$ cat config.mk
export PLATFORM = sky130hd
export DESIGN_NAME = pio_exec_ctrl
export DESIGN_NICKNAME = d
export VERILOG_FILES = /design/src/rtl/pio_pkg.sv /design/src/rtl/pio_jmp_cond.sv /design/src/rtl/pio_exec_ctrl.sv
export SDC_FILE = /design/constraint.sdc
export NUM_CORES = 1
export LEC_CHECK = 0
export CAP_MARGIN = 20
export CORE_MARGIN = 5
export CORE_UTILIZATION = 50
export CTS_CLUSTER_DIAMETER = 200
export DETAILED_ROUTE_END_ITERATION = 10
export PLACE_DENSITY_LB_ADDON = 0.25
export SLEW_MARGIN = 30
export SYNTH_ARGS = -nofsm -noshare
export SYNTH_HDL_FRONTEND = slang
export SYNTH_SLANG_ARGS = --single-unit
$ cat constraint.sdc
create_clock -name clk -period 3.6 [get_ports clk]
set_clock_uncertainty 0.2 [all_clocks]
set_input_delay 0.36 -clock clk [delete_from_list [all_inputs] [get_ports clk]]
set_output_delay 0.36 -clock clk [all_outputs]
set_load 0.005 [all_outputs]
$ cat src/rtl/pio_pkg.sv
// pio_pkg
// Shared definitions for the PIO execute/control slice: opcode constants,
// JMP condition and SET destination encodings, and the execute FSM states.
package pio_pkg;

  localparam logic [2:0] OP_JMP = 3'b000;
  localparam logic [2:0] OP_SET = 3'b111;

  typedef enum logic [2:0] {
    COND_ALWAYS   = 3'b000,
    COND_X_ZERO   = 3'b001,
    COND_X_NZ_DEC = 3'b010,
    COND_Y_ZERO   = 3'b011,
    COND_Y_NZ_DEC = 3'b100,
    COND_X_NE_Y   = 3'b101,
    COND_PIN      = 3'b110,
    COND_OSR      = 3'b111
  } jmp_cond_t;

  typedef enum logic [2:0] {
    DEST_PINS = 3'b000,
    DEST_X    = 3'b001,
    DEST_Y    = 3'b010
  } set_dest_t;

  typedef enum logic {
    EXEC  = 1'b0,
    DELAY = 1'b1
  } exec_state_t;

endpackage

$ cat src/rtl/pio_jmp_cond.sv
// pio_jmp_cond
// Purely combinational evaluation of a JMP condition against the current
// (pre-decrement) scratch registers and the external flags.
// Ports:
//   cond          in  3  : JMP condition field
//   x, y          in  32 : scratch registers
//   pin           in  1  : sampled pin for the PIN condition
//   osr_not_empty in  1  : output shift register non-empty flag
//   taken         out 1  : condition holds
module pio_jmp_cond
  import pio_pkg::*;
(
  input  logic [2:0]  cond,
  input  logic [31:0] x,
  input  logic [31:0] y,
  input  logic        pin,
  input  logic        osr_not_empty,
  output logic        taken
);

  // Condition select; the decrementing variants test for non-zero before
  // the decrement is applied by the caller.
  always_comb begin
    taken = 1'b0;
    case (jmp_cond_t'(cond))
      COND_ALWAYS:   taken = 1'b1;
      COND_X_ZERO:   taken = (x == 32'd0);
      COND_X_NZ_DEC: taken = (x != 32'd0);
      COND_Y_ZERO:   taken = (y == 32'd0);
      COND_Y_NZ_DEC: taken = (y != 32'd0);
      COND_X_NE_Y:   taken = (x != y);
      COND_PIN:      taken = pin;
      COND_OSR:      taken = osr_not_empty;
      default:       taken = 1'b0;
    endcase
  end

endmodule

$ cat src/rtl/pio_exec_ctrl.sv
// pio_exec_ctrl
// Execute/control stage of a PIO state machine: decodes the instruction at
// the current pc, evaluates JMP conditions, executes SET, runs delay cycles
// and drives the program counter's jump/jump_en/pc_en. Holds X/Y.
// Optional feature macro: PIO_JMP_PIN_EN (adds jmp_pin; enables JMP PIN).
// Ports:
//   clk, rst           : clock, async active-high reset
//   en                 : state-machine enable, low freezes all state
//   instr[15:0]        : instruction word at the current pc
//   jmp_pin            : pin for JMP PIN (only with PIO_JMP_PIN_EN)
//   osr_not_empty      : OSR non-empty flag
//   jump[4:0], jump_en : jump target and take-jump to program_counter
//   pc_en              : advance the pc this edge
//   x, y [31:0]        : scratch registers
//   set_pins[4:0]      : last SET PINS value, set_pins_stb its 1-cycle strobe
//   busy               : high while in DELAY
module pio_exec_ctrl
  import pio_pkg::*;
(
  input  logic        clk,
  input  logic        rst,
  input  logic        en,
  input  logic [15:0] instr,
`ifdef PIO_JMP_PIN_EN
  input  logic        jmp_pin,
`endif
  input  logic        osr_not_empty,
  output logic [4:0]  jump,
  output logic        jump_en,
  output logic        pc_en,
  output logic [31:0] x,
  output logic [31:0] y,
  output logic [4:0]  set_pins,
  output logic        set_pins_stb,
  output logic        busy
);

  logic [2:0]  op;
  logic [4:0]  dly;
  logic [2:0]  field;
  logic [4:0]  addr;
  logic        pin_sel;
  logic        cond_true;
  logic        taken;
  exec_state_t state;
  logic [4:0]  cnt;
  logic        lat_taken;
  logic [4:0]  lat_addr;
  logic        exec_fire;

  assign op    = instr[15:13];
  assign dly   = instr[12:8];
  assign field = instr[7:5];
  assign addr  = instr[4:0];

`ifdef PIO_JMP_PIN_EN
  assign pin_sel = jmp_pin;
`else
  // Without the pin feature JMP PIN can never be taken.
  assign pin_sel = 1'b0;
`endif

  pio_jmp_cond u_jmp_cond (
    .cond          (field),
    .x             (x),
    .y             (y),
    .pin           (pin_sel),
    .osr_not_empty (osr_not_empty),
    .taken         (cond_true)
  );

  assign taken     = (op == OP_JMP) && cond_true;
  assign exec_fire = en && (state == EXEC);
  assign busy      = (state == DELAY);

  // Zero-latency handoff to the program counter. In DELAY the decision and
  // target come from the values latched in the EXEC cycle, not from instr.
  always_comb begin
    pc_en   = 1'b0;
    jump_en = 1'b0;
    jump    = addr;
    if (state == EXEC) begin
      if (en && (dly == 5'd0)) begin
        pc_en   = 1'b1;
        jump_en = taken;
      end
    end else begin
      jump = lat_addr;
      if (en && (cnt == 5'd1)) begin
        pc_en   = 1'b1;
        jump_en = lat_taken;
      end
    end
  end

  // Execute/delay sequencing; the delay counter and the jump decision are
  // captured together so later changes to x/y or instr cannot alter them.
  always_ff @(posedge clk or posedge rst) begin
    if (rst) begin
      state     <= EXEC;
      cnt       <= 5'd0;
      lat_taken <= 1'b0;
      lat_addr  <= 5'd0;
    end else if (en) begin
      case (state)
        EXEC: begin
          if (dly != 5'd0) begin
            state     <= DELAY;
            cnt       <= dly;
            lat_taken <= taken;
            lat_addr  <= addr;
          end
        end
        DELAY: begin
          cnt <= cnt - 5'd1;
          if (cnt == 5'd1) begin
            state <= EXEC;
          end
        end
        default: state <= EXEC;
      endcase
    end
  end

  // Instruction side effects commit only on the EXEC edge; the X--/Y--
  // decrement happens whether or not the jump is taken and wraps at zero.
  always_ff @(posedge clk or posedge rst) begin
    if (rst) begin
      x            <= 32'd0;
      y            <= 32'd0;
      set_pins     <= 5'd0;
      set_pins_stb <= 1'b0;
    end else begin
      set_pins_stb <= 1'b0;
      if (exec_fire) begin
        if (op == OP_JMP) begin
          if (field == COND_X_NZ_DEC) x <= x - 32'd1;
          if (field == COND_Y_NZ_DEC) y <= y - 32'd1;
        end else if (op == OP_SET) begin
          case (field)
            DEST_PINS: begin
              set_pins     <= addr;
              set_pins_stb <= 1'b1;
            end
            DEST_X:  x <= {27'd0, addr};
            DEST_Y:  y <= {27'd0, addr};
            default: ;
          endcase
        end
      end
    end
  end

endmodule
# After elaboration in Yosys (flattened, before gate mapping)
# Cells that the tools add are included.
[totals]
regBits = 82
input_bits = 20
elab_cells = 71
[op_classes]
addsub = 3
eq_ne = 13
muxes = 25
bitwise_logic = 2
n_reduce_logical = 20
[ops]
columns = ["op", "n"]
rows = [
  ["2-to-1 mux 32 bit", 8],
  ["logical NOT 32 bit", 2],
  ["nonzero test 32 bit", 2],
  ["subtractor 32 x 1 -> 32 bit (second input constant)", 2],
  ["!= test 32 bit", 1],
  ["== test 3 bit (second input constant)", 5],
  ["2-to-1 mux 1 bit", 12],
  ["AND reduction 4 bit", 3],
  ["2-to-1 mux 5 bit", 2],
  ["one-hot mux 5 bit (2 select lines)", 1],
  ["one-hot mux 1 bit (8 select lines)", 1],
  ["== test 3 x 2 -> 1 bit (second input constant)", 2],
  ["logical NOT 3 bit", 2],
  ["!= test 2 x 1 -> 1 bit (second input constant)", 3],
  ["nonzero test 2 bit", 3],
  ["== test 5 x 1 -> 1 bit (second input constant)", 1],
  ["logical NOT 5 bit", 1],
  ["nonzero test 5 bit", 1],
  ["subtractor 5 x 1 -> 5 bit (second input constant)", 1],
  ["logical AND 1 bit", 4],
  ["== test 3 x 1 -> 1 bit (second input constant)", 1],
  ["AND reduction 3 bit", 1],
  ["NOT 1 bit", 2],
  ["one-hot mux 1 bit (2 select lines)", 1],
  ["AND reduction 2 bit", 1],
]

# Longest topological paths before layout
# Gate-level depths: netlist (run 1).
[depth]
depth_word = 5
ltp_mapped = 8
depth_no_buf = 7

# By module
# A second synthesis (run 1) with hierarchy kept.
[hier_totals]
cells_unflattened = 574
area_unflattened_um2 = 5144.9
[modules_own_cells]
columns = ["mod", "n_inst", "cells_per_inst", "area_each_um2"]
rows = [
  ["pio_exec_ctrl", 1, 498, 4565.6],
  ["pio_jmp_cond", 1, 76, 579.3],
]

# Worst setup path after synthesis (run 1)
# No wires, ideal clock.
[synth_path]
path_kind = "reg-to-output"
start = "reg y[8]"
end = "out jump_en"
arrival_ns = 2.324
setup_slack_ns = 0.716
stages_incl_launch_ff = 8
path_cell_list = "dfrtp_1 -> or4_4 -> or4_4 -> buf_6 -> nor4_4 -> and3_1 -> o21bai_1 -> a31oi_1"
[synth_via]
elab_chain_len = 5
[synth_lines]
columns = ["item", "line_no", "text"]
rows = [
  ["from (decl)", "pio_exec_ctrl.sv:32", "output logic [31:0] y,"],
  ["from (signal assigned)", "pio_exec_ctrl.sv:138", "if (field == COND_Y_NZ_DEC) y <= y - 32'd1;"],
  ["from (signal assigned)", "pio_exec_ctrl.sv:146", "DEST_Y: y <= {27'd0, addr};"],
  ["!= test 32 bit, or another cell as far along", "pio_jmp_cond.sv:31", "COND_X_NE_Y: taken = (x != y);"],
  ["one-hot mux 1 bit (8 select lines) *", "pio_jmp_cond.sv:25", "case (jmp_cond_t'(cond))"],
  ["logical AND 1 bit *", "pio_exec_ctrl.sv:72", "assign taken = (op == OP_JMP) && cond_true;"],
  ["2-to-1 mux 1 bit *", "pio_exec_ctrl.sv:83", "if (en && (dly == 5'd0)) begin"],
  ["2-to-1 mux 1 bit *", "pio_exec_ctrl.sv:82", "if (state == EXEC) begin"],
  ["to (decl)", "pio_exec_ctrl.sv:29", "output logic jump_en,"],
]
# Mark *: on every way between the ends. The rest lies on a longest branch, timed or not.

# Final worst setup path (run 1)
[layout_path]
start = "reg y[12]"
end = "out jump_en"
# The elaborated chain is that of the path after synthesis.

==> metrics.csv, run 1 <==
stage;metric;value;unit
placement;port buffer count;97;
power_and_ir_drop;Leakage;2.729;nW
timing;Slew @ Worst Pin;0.6595;ns
drt;DRT Pass-1 Iters;5;
drt;met1 wire length;6.232;mm
clock_tree;CTS root buf;clkbuf_8;
yosys;mux contribution to synthesized area;2.634;%
placement;Placer Congestion;0.9467;
timing;final setup violation count;0;
timing;Final Hold Vio Count;0;
floorplanning;die area;0.01197;mm^2
run_status;status;finished, final reports clean;
finish;layout cells sized above 1;10.24;%
yosys;largest family of logic cells by synthesized area;simple AND/OR/NAND/NOR gates;
finish;multi-input logic area;0.002725;mm^2
drt;Detailed Route WL;15.10;mm
worst_setup_path;Critical Path Sink Type;output port;
drt;WL/cell;18.71;um
grt;Overflow after GRT;0;
job;MaxCap Viol Count;0;
yosys;Synth Area per Inst;8.761;um^2
yosys;Synth Area in Compound Gates;11.55;%
yosys;xor/xnor share of the synthesized area;11.88;%
worst_setup_path;slowest CP cell;or4_4;
drt;DRC Markers;0;
worst_setup_path;critical path's top delay family;simple AND/OR/NAND/NOR gates;
worst_setup_path;crit path DAT;2.84;ns
yosys;Synth Warn #;0;
yosys;Mapped Cells;564;
drt;uppermost layer routed;met4;
drt;Initial DRC Count;395;
worst_setup_path;worst-path maximum fanout;4;
timing;setup TNS;0;ns
worst_setup_path;Crit Path Category;reg -> out;
finish;fillcell total;796;
yosys;Syn Nets;590;
yosys;post-synthesis adder-cell area fraction;1.519;%
timing;crit share post-route;94.35;%
floorplanning;Die Y;109.4;um
clock_tree;CTS max path bufs;2;
yosys;EDFF count, synth;0;
placement;Post-DP HPWL;10.99;mm
drt;via count;4774;
floorplanning;Ports;98;
finish;n_diodes;0;
grt;initial antenna violation count;0;
grt;largest net degree at the start of global routing;39;
worst_setup_path;Max stage delay on crit path;0.56;ns
timing;Rel. slew slack;55.98;%
clock_tree;clk sinks;82;
worst_setup_path;crit start category;flip-flop;
clock_tree;CTS clock-pin slew for the worst setup and hold paths;0.09;ns
yosys;synthesis-stage register bit count;82;
clock_tree;total CTS buffers;9;
yosys;library cells used by synthesis;50;
yosys;Synth Flop Type;dfrtp_1;
timing;setup slack after layout;0.2034;ns
yosys;most area-hungry cell type in the Yosys netlist;dfrtp_1;
power_and_ir_drop;Pwr Density;438.9;mW/mm^2
drt;DR WL met2;7.032;mm
finish;final-stage net count;696;
worst_setup_path;Bufs and invs on worst path;1;
yosys;Synth async-reset ratio;100.0;%
grt;vias in the first global route;4792;
floorplanning;core footprint;0.009684;mm^2
finish;design area;0.006356;mm^2
timing;RSZ-0062 raised after global routing;no;
drt;wire length on met3;1.371;mm
clock_tree;Skew-Pair Late Insertion Delay;0.37;ns
worst_setup_path;critical path, cell by cell;or4_4 -> or4_4 -> nor4_4 -> and3_1 -> o21bai_1 -> a31oi_1 -> clkbuf_2;
clock_tree;H-tree depth;3;
finish;Final Util;65.63;%
placement;pre-CTS setup slack;0.1269;ns
placement;dpl cell area;0.006153;mm^2
worst_setup_path;most used cell, CP;or4_4;
grt;Total GRT Usage;26.60;%
finish;register area;0.002052;mm^2
timing;top achievable clock speed;294.4;MHz
drt;DRT antenna net count;0;
timing;fin crit period;3.397;ns
yosys;simple-gate share of the synthesized area;27.45;%
clock_tree;CTS tree;built;
floorplanning;cell row count;36;
floorplanning;die width;109.4;um
floorplanning;Initial Util;51.02;%
yosys;most area-consuming cells after synthesis;dfrtp_1 (42%), xnor2_1 (8.5%), nor2_1 (5.8%);
finish;Area Growth Syn to Fin;28.64;%
yosys;Seq/Total Area, Yosys;41.53;%
timing;Max Transition Viols Final;0;
grt;first-pass GRT wire length;24.63;mm
yosys;post-synth top area share;41.53;%
hold_path;Hold Crit Class;in -> async;
drt;vias per cell;5.916;
power_and_ir_drop;Max VDD drop;0.2326;mV
clock_tree;Post-CTS Hold Buffers;0;
yosys;synthesized cell area;0.004941;mm^2
worst_setup_path;Critical Path RT;3.04;ns
## cell type report
type | instances | share of cell area [%]
multi-input cells | 440 | 42.87
flip-flops and latches | 82 | 32.28
repair buffers | 126 | 18.62
well taps | 133 | 2.618
clock buffers | 13 | 2.343
inverters | 11 | 0.6693
clock inverters | 2 | 0.5906
## where the power goes
group          internal [mW]  switching [mW]
clock network          0.337           0.337
registers               1.03           0.146
logic                  0.467           0.476
total                   1.83           0.958
## cell usage after synthesis (5+ instances only)
master	instances
inv_1	10
mux2_2	8
nor4_1	13
clkbuf_1	26
dfrtp_1	82
nor3_1	26
o21ai_0	47
nand3_1	15
or4_1	6
nor2_1	76
nand4b_1	7
a21oi_1	17
o31ai_1	9
nand4_1	15
xnor2_1	48
a31oi_1	5
xor2_1	19
nand2_1	59
and2_1	5
or3_1	13
ha_1	6
## sequential cells by signal, indices dropped and copies added (netlist names)
| register | count |
|---|---|
| cnt | 5 |
| y | 32 |
| x | 32 |
| busy | 1 |
| set_pins | 5 |
| lat_addr | 5 |
| set_pins_stb | 1 |
| lat_taken | 1 |
## stage by stage
stage	power, mW	hold WS [ns]	std cells
global route	2.945	0.2635	807
detailed placement	2.100	0.2581	790
global placement	2.071	0.2552	790
CTS	2.794	0.2061	807
finish	2.789	0.1934	807
floorplan	1.736	0.2401	564
## layout by cell type (no fill, tap or decap), types with 5 or more instances in the layout
| cell | Yosys | routed |
|---|---|---|
| a21oi_1 | 17 | 17 |
| clkdlybuf4s50_1 | 0 | 96 |
| and2_1 | 5 | 5 |
| ha_1 | 6 | 6 |
| or4_1 | 6 | 6 |
| o21ai_0 | 47 | 47 |
| o31ai_1 | 9 | 9 |
| xnor2_1 | 48 | 48 |
| a31oi_1 | 5 | 5 |
| nor4_1 | 13 | 12 |
| buf_4 | 0 | 29 |
| clkbuf_8 | 0 | 10 |
| nand3_1 | 15 | 15 |
| inv_1 | 10 | 9 |
| xor2_1 | 19 | 19 |
| or3_1 | 13 | 13 |
| dfrtp_1 | 82 | 82 |
| nand2_1 | 59 | 59 |
| nand4b_1 | 7 | 7 |
| nor2_1 | 76 | 76 |
| nor3_1 | 26 | 26 |
| mux2_2 | 8 | 8 |
| nand4_1 | 15 | 15 |
## cells by family (layout without fill, tap and decap cells)
| logic type | count (synthesis) | after routing |
|---|---|---|
| multiplexers | 12 | 12 |
| flip-flops | 82 | 82 |
| AND/OR/NAND/NOR | 259 | 259 |
| buffers and inverters | 42 | 152 |
| XOR/XNOR | 67 | 67 |
| adder cells (fa/ha/maj) | 6 | 6 |
| AO/OA/AOI/OAI | 96 | 96 |
## per-layer routing
metal	vias up	track usage [%]
met1	2314	34.32
met5	-	0
met4	0	12.02
met2	239	43.29
li1	2189	-
met3	32	5.167
## worst paths after layout
check	end	startpoint	cells past startpoint	slack [ns]
max	jump_en	y[12]	7	0.20
max in group asynchronous	set_pins_stb	rst	3	2.22
min in group clk	lat_addr[3]	lat_addr[3]	2	0.28
min	x[5]	rst	2	0.19
max reg2reg	y[28]	y[12]	7	0.69
min reg2reg	lat_addr[3]	lat_addr[3]	2	0.28
## repair_timing
| item | CTS | global route |
|---|---|---|
| pin swaps | 3 | 2 |
| setup endpoints to repair | 1 | 1 |
| gates resized for setup | 2 | 2 |
| buffers inserted | 2 | 0 |
| gates cloned | 0 | 0 |
Note: power is estimated with default switching activity, not from simulation.
==> inputs of run 2 (changes only) <==
--- a/config.mk
+++ b/config.mk
@@ -6,7 +6,7 @@
 export NUM_CORES = 1
 export LEC_CHECK = 0
 export CAP_MARGIN = 20
-export CORE_MARGIN = 5
+export CORE_MARGIN = 8
 export CORE_UTILIZATION = 50
 export CTS_CLUSTER_DIAMETER = 200
 export DETAILED_ROUTE_END_ITERATION = 10
==> metrics.csv, run 2 (synthesized netlist as in run 1, its figures left out) <==
stage;metric;value;unit;change
worst_setup_path;Worst Setup SP;y[12];;
worst_setup_path;crit start category;flip-flop;;
timing;crit share post-route;96.32;%;+2.0 points
timing;Slew @ Worst Pin;0.6117;ns;-0.04779 ns
worst_setup_path;FF-to-FF Start;x[5];;
drt;DRT Pass-1 Iters;5;;unchanged
clock_tree;total CTS buffers;9;;unchanged
worst_setup_path;FF-to-FF setup slack;0.86;ns;+0.17 ns
grt;largest net degree at the start of global routing;33;;-15%
drt;Detailed Route WL;15.39;mm;+1.9%
timing;Rel. slew slack;59.22;%;+3.2 points
drt;vias per cell;5.873;;-0.72%
floorplanning;core footprint;0.009684;mm^2;unchanged
finish;top flop regs;x (32), y (32);;
timing;setup slack after layout;0.1326;ns;-0.07076 ns
drt;WL/cell;18.95;um;+1.3%
power_and_ir_drop;Leakage;2.767;nW;+1.4%
timing;setup TNS;0;ns;unchanged
placement;Placer Congestion;0.9039;;-4.5%
drt;DRC Markers;0;;unchanged
clock_tree;Post-CTS Hold Buffers;0;;unchanged
clock_tree;H-tree depth;3;;unchanged
clock_tree;CTS root buf;clkbuf_8;;
clock_tree;CTS max path bufs;2;;unchanged
drt;via count;4769;;-0.10%
finish;final-stage net count;700;;+0.57%
finish;layout cells sized above 1;11.05;%;+0.81 points
worst_setup_path;R2R Path End;x[30];;
run_status;status;finished, final reports clean;;
clock_tree;CTS tree;built;;
timing;fin crit period;3.467;ns;+0.07076 ns
grt;Overflow after GRT;0;;unchanged
floorplanning;die width;115.4;um;+5.5%
placement;Post-DP HPWL;11.39;mm;+3.7%
power_and_ir_drop;Pwr Total;2.855;mW;+2.3%
worst_setup_path;cell count of the worst reg-to-reg path;7;;unchanged
grt;vias in the first global route;4673;;-2.5%
worst_setup_path;Critical Path Sink Type;output port;;
finish;commonest non-fill, non-tap cell in the layout;clkdlybuf4s50_1;;
hold_path;Hold Crit Class;in -> async;;
timing;top achievable clock speed;288.4;MHz;-2.0%
grt;first-pass GRT wire length;24.71;mm;+0.33%
drt;Initial DRC Count;334;;-15%
finish;n_diodes;0;;unchanged
timing;RSZ-0062 raised after global routing;no;;
power_and_ir_drop;Max VDD drop;0.2662;mV;+14%
timing;Max Transition Viols Final;0;;unchanged
timing;final setup violation count;0;;unchanged
placement;pre-CTS setup slack;0.05072;ns;-0.07618 ns
finish;Area Growth Syn to Fin;29.73;%;
timing;Final Hold Vio Count;0;;unchanged
job;MaxCap Viol Count;0;;unchanged
floorplanning;cell row count;36;;unchanged
placement;dpl cells;795;;+0.63%
clock_tree;clk sinks;82;;unchanged
worst_setup_path;crit path DAT;2.91;ns;+0.07 ns
worst_setup_path;Crit Path Category;reg -> out;;
clock_tree;CTS clock-pin slew for the worst setup and hold paths;0.09;ns;about the same
placement;port buffer count;97;;unchanged
floorplanning;die area;0.01332;mm^2;+11%
grt;initial antenna violation count;0;;unchanged
grt;Total GRT Usage;23.94;%;-2.7 points
finish;fillcell total;846;;+6.3%
worst_setup_path;critical path endpoint;jump_en;;
drt;DRT antenna net count;0;;unchanged
floorplanning;Ports;98;;unchanged
worst_setup_path;worst-path maximum fanout;4;;unchanged
worst_setup_path;Critical Path RT;3.04;ns;about the same
floorplanning;Die Y;115.4;um;+5.5%
clock_tree;Skew-Pair Late Insertion Delay;0.38;ns;about the same
finish;fin cells;812;;+0.62%
floorplanning;Initial Util;51.02;%;unchanged
finish;most frequent cells in the layout;clkdlybuf4s50_1 (96), dfrtp_1 (82), nor2_1 (76);;
power_and_ir_drop;Pwr Density;445.3;mW/mm^2;+1.5%
run 2: worst min-delay path by stage:
stage | endpoint | slack [ns] | depth (start not counted)
finish | x[21] | 0.07 | 2
global route | x[21] | 0.09 | 2
CTS | x[18] | 0.07 | 2
detailed placement | lat_addr[3] | 0.26 | 2
global placement | lat_addr[4] | 0.25 | 2
floorplan | lat_addr[3] | 0.24 | 2
run 2: routing by layer:
metal,track usage (%),share of wire [%],up-vias
li1,-,-,2197
met1,30.45,43,2314
met2,36.98,45,216
met3,5.836,8.7,42
met4,12.61,3.5,0
met5,0,0,-
run 2: worst max-delay path, cell delays in order (launching register included):
cell      delay (ns)
dfrtp_1         0.40
or4_4           0.57
or4_4           0.52
nor4_4          0.37
and3_1          0.20
o21bai_1        0.08
a31oi_1         0.23
clkbuf_2        0.16
run 2: power by group:
group	internal [mW]	switching, mW
combinational	0.468	0.475
sequential	1.03	0.145
clock	0.390	0.349
run 2: timing repair:
item | in CTS | in global routing
setup buffers | 1 | 0
pin swaps | 3 | 2
setup endpoints to repair | 1 | 1
resized for setup | 1 | 3
run 2: through the flow:
stage,hold WS [ns],area [um^2],util (%)
6_report,0.06968,6410,66.19
4_1_cts,0.06952,6407,66.16
2_1_floorplan,0.2401,4941,-
3_5_place_dp,0.2601,6191,63.93
3_3_place_gp,0.2533,6191,63.93
5_1_grt,0.08603,6410,66.19
run 2: final cells by class:
type,count,area (um^2),share of cell area (%)
clock inverter,5,78.83,1.230
timing repair buffer,130,1214,18.93
inverter,11,42.54,0.6637
clock buffer,11,131.4,2.050
sequential,82,2052,32.01
tap,133,166.4,2.596
multi-input combinational,440,2725,42.51
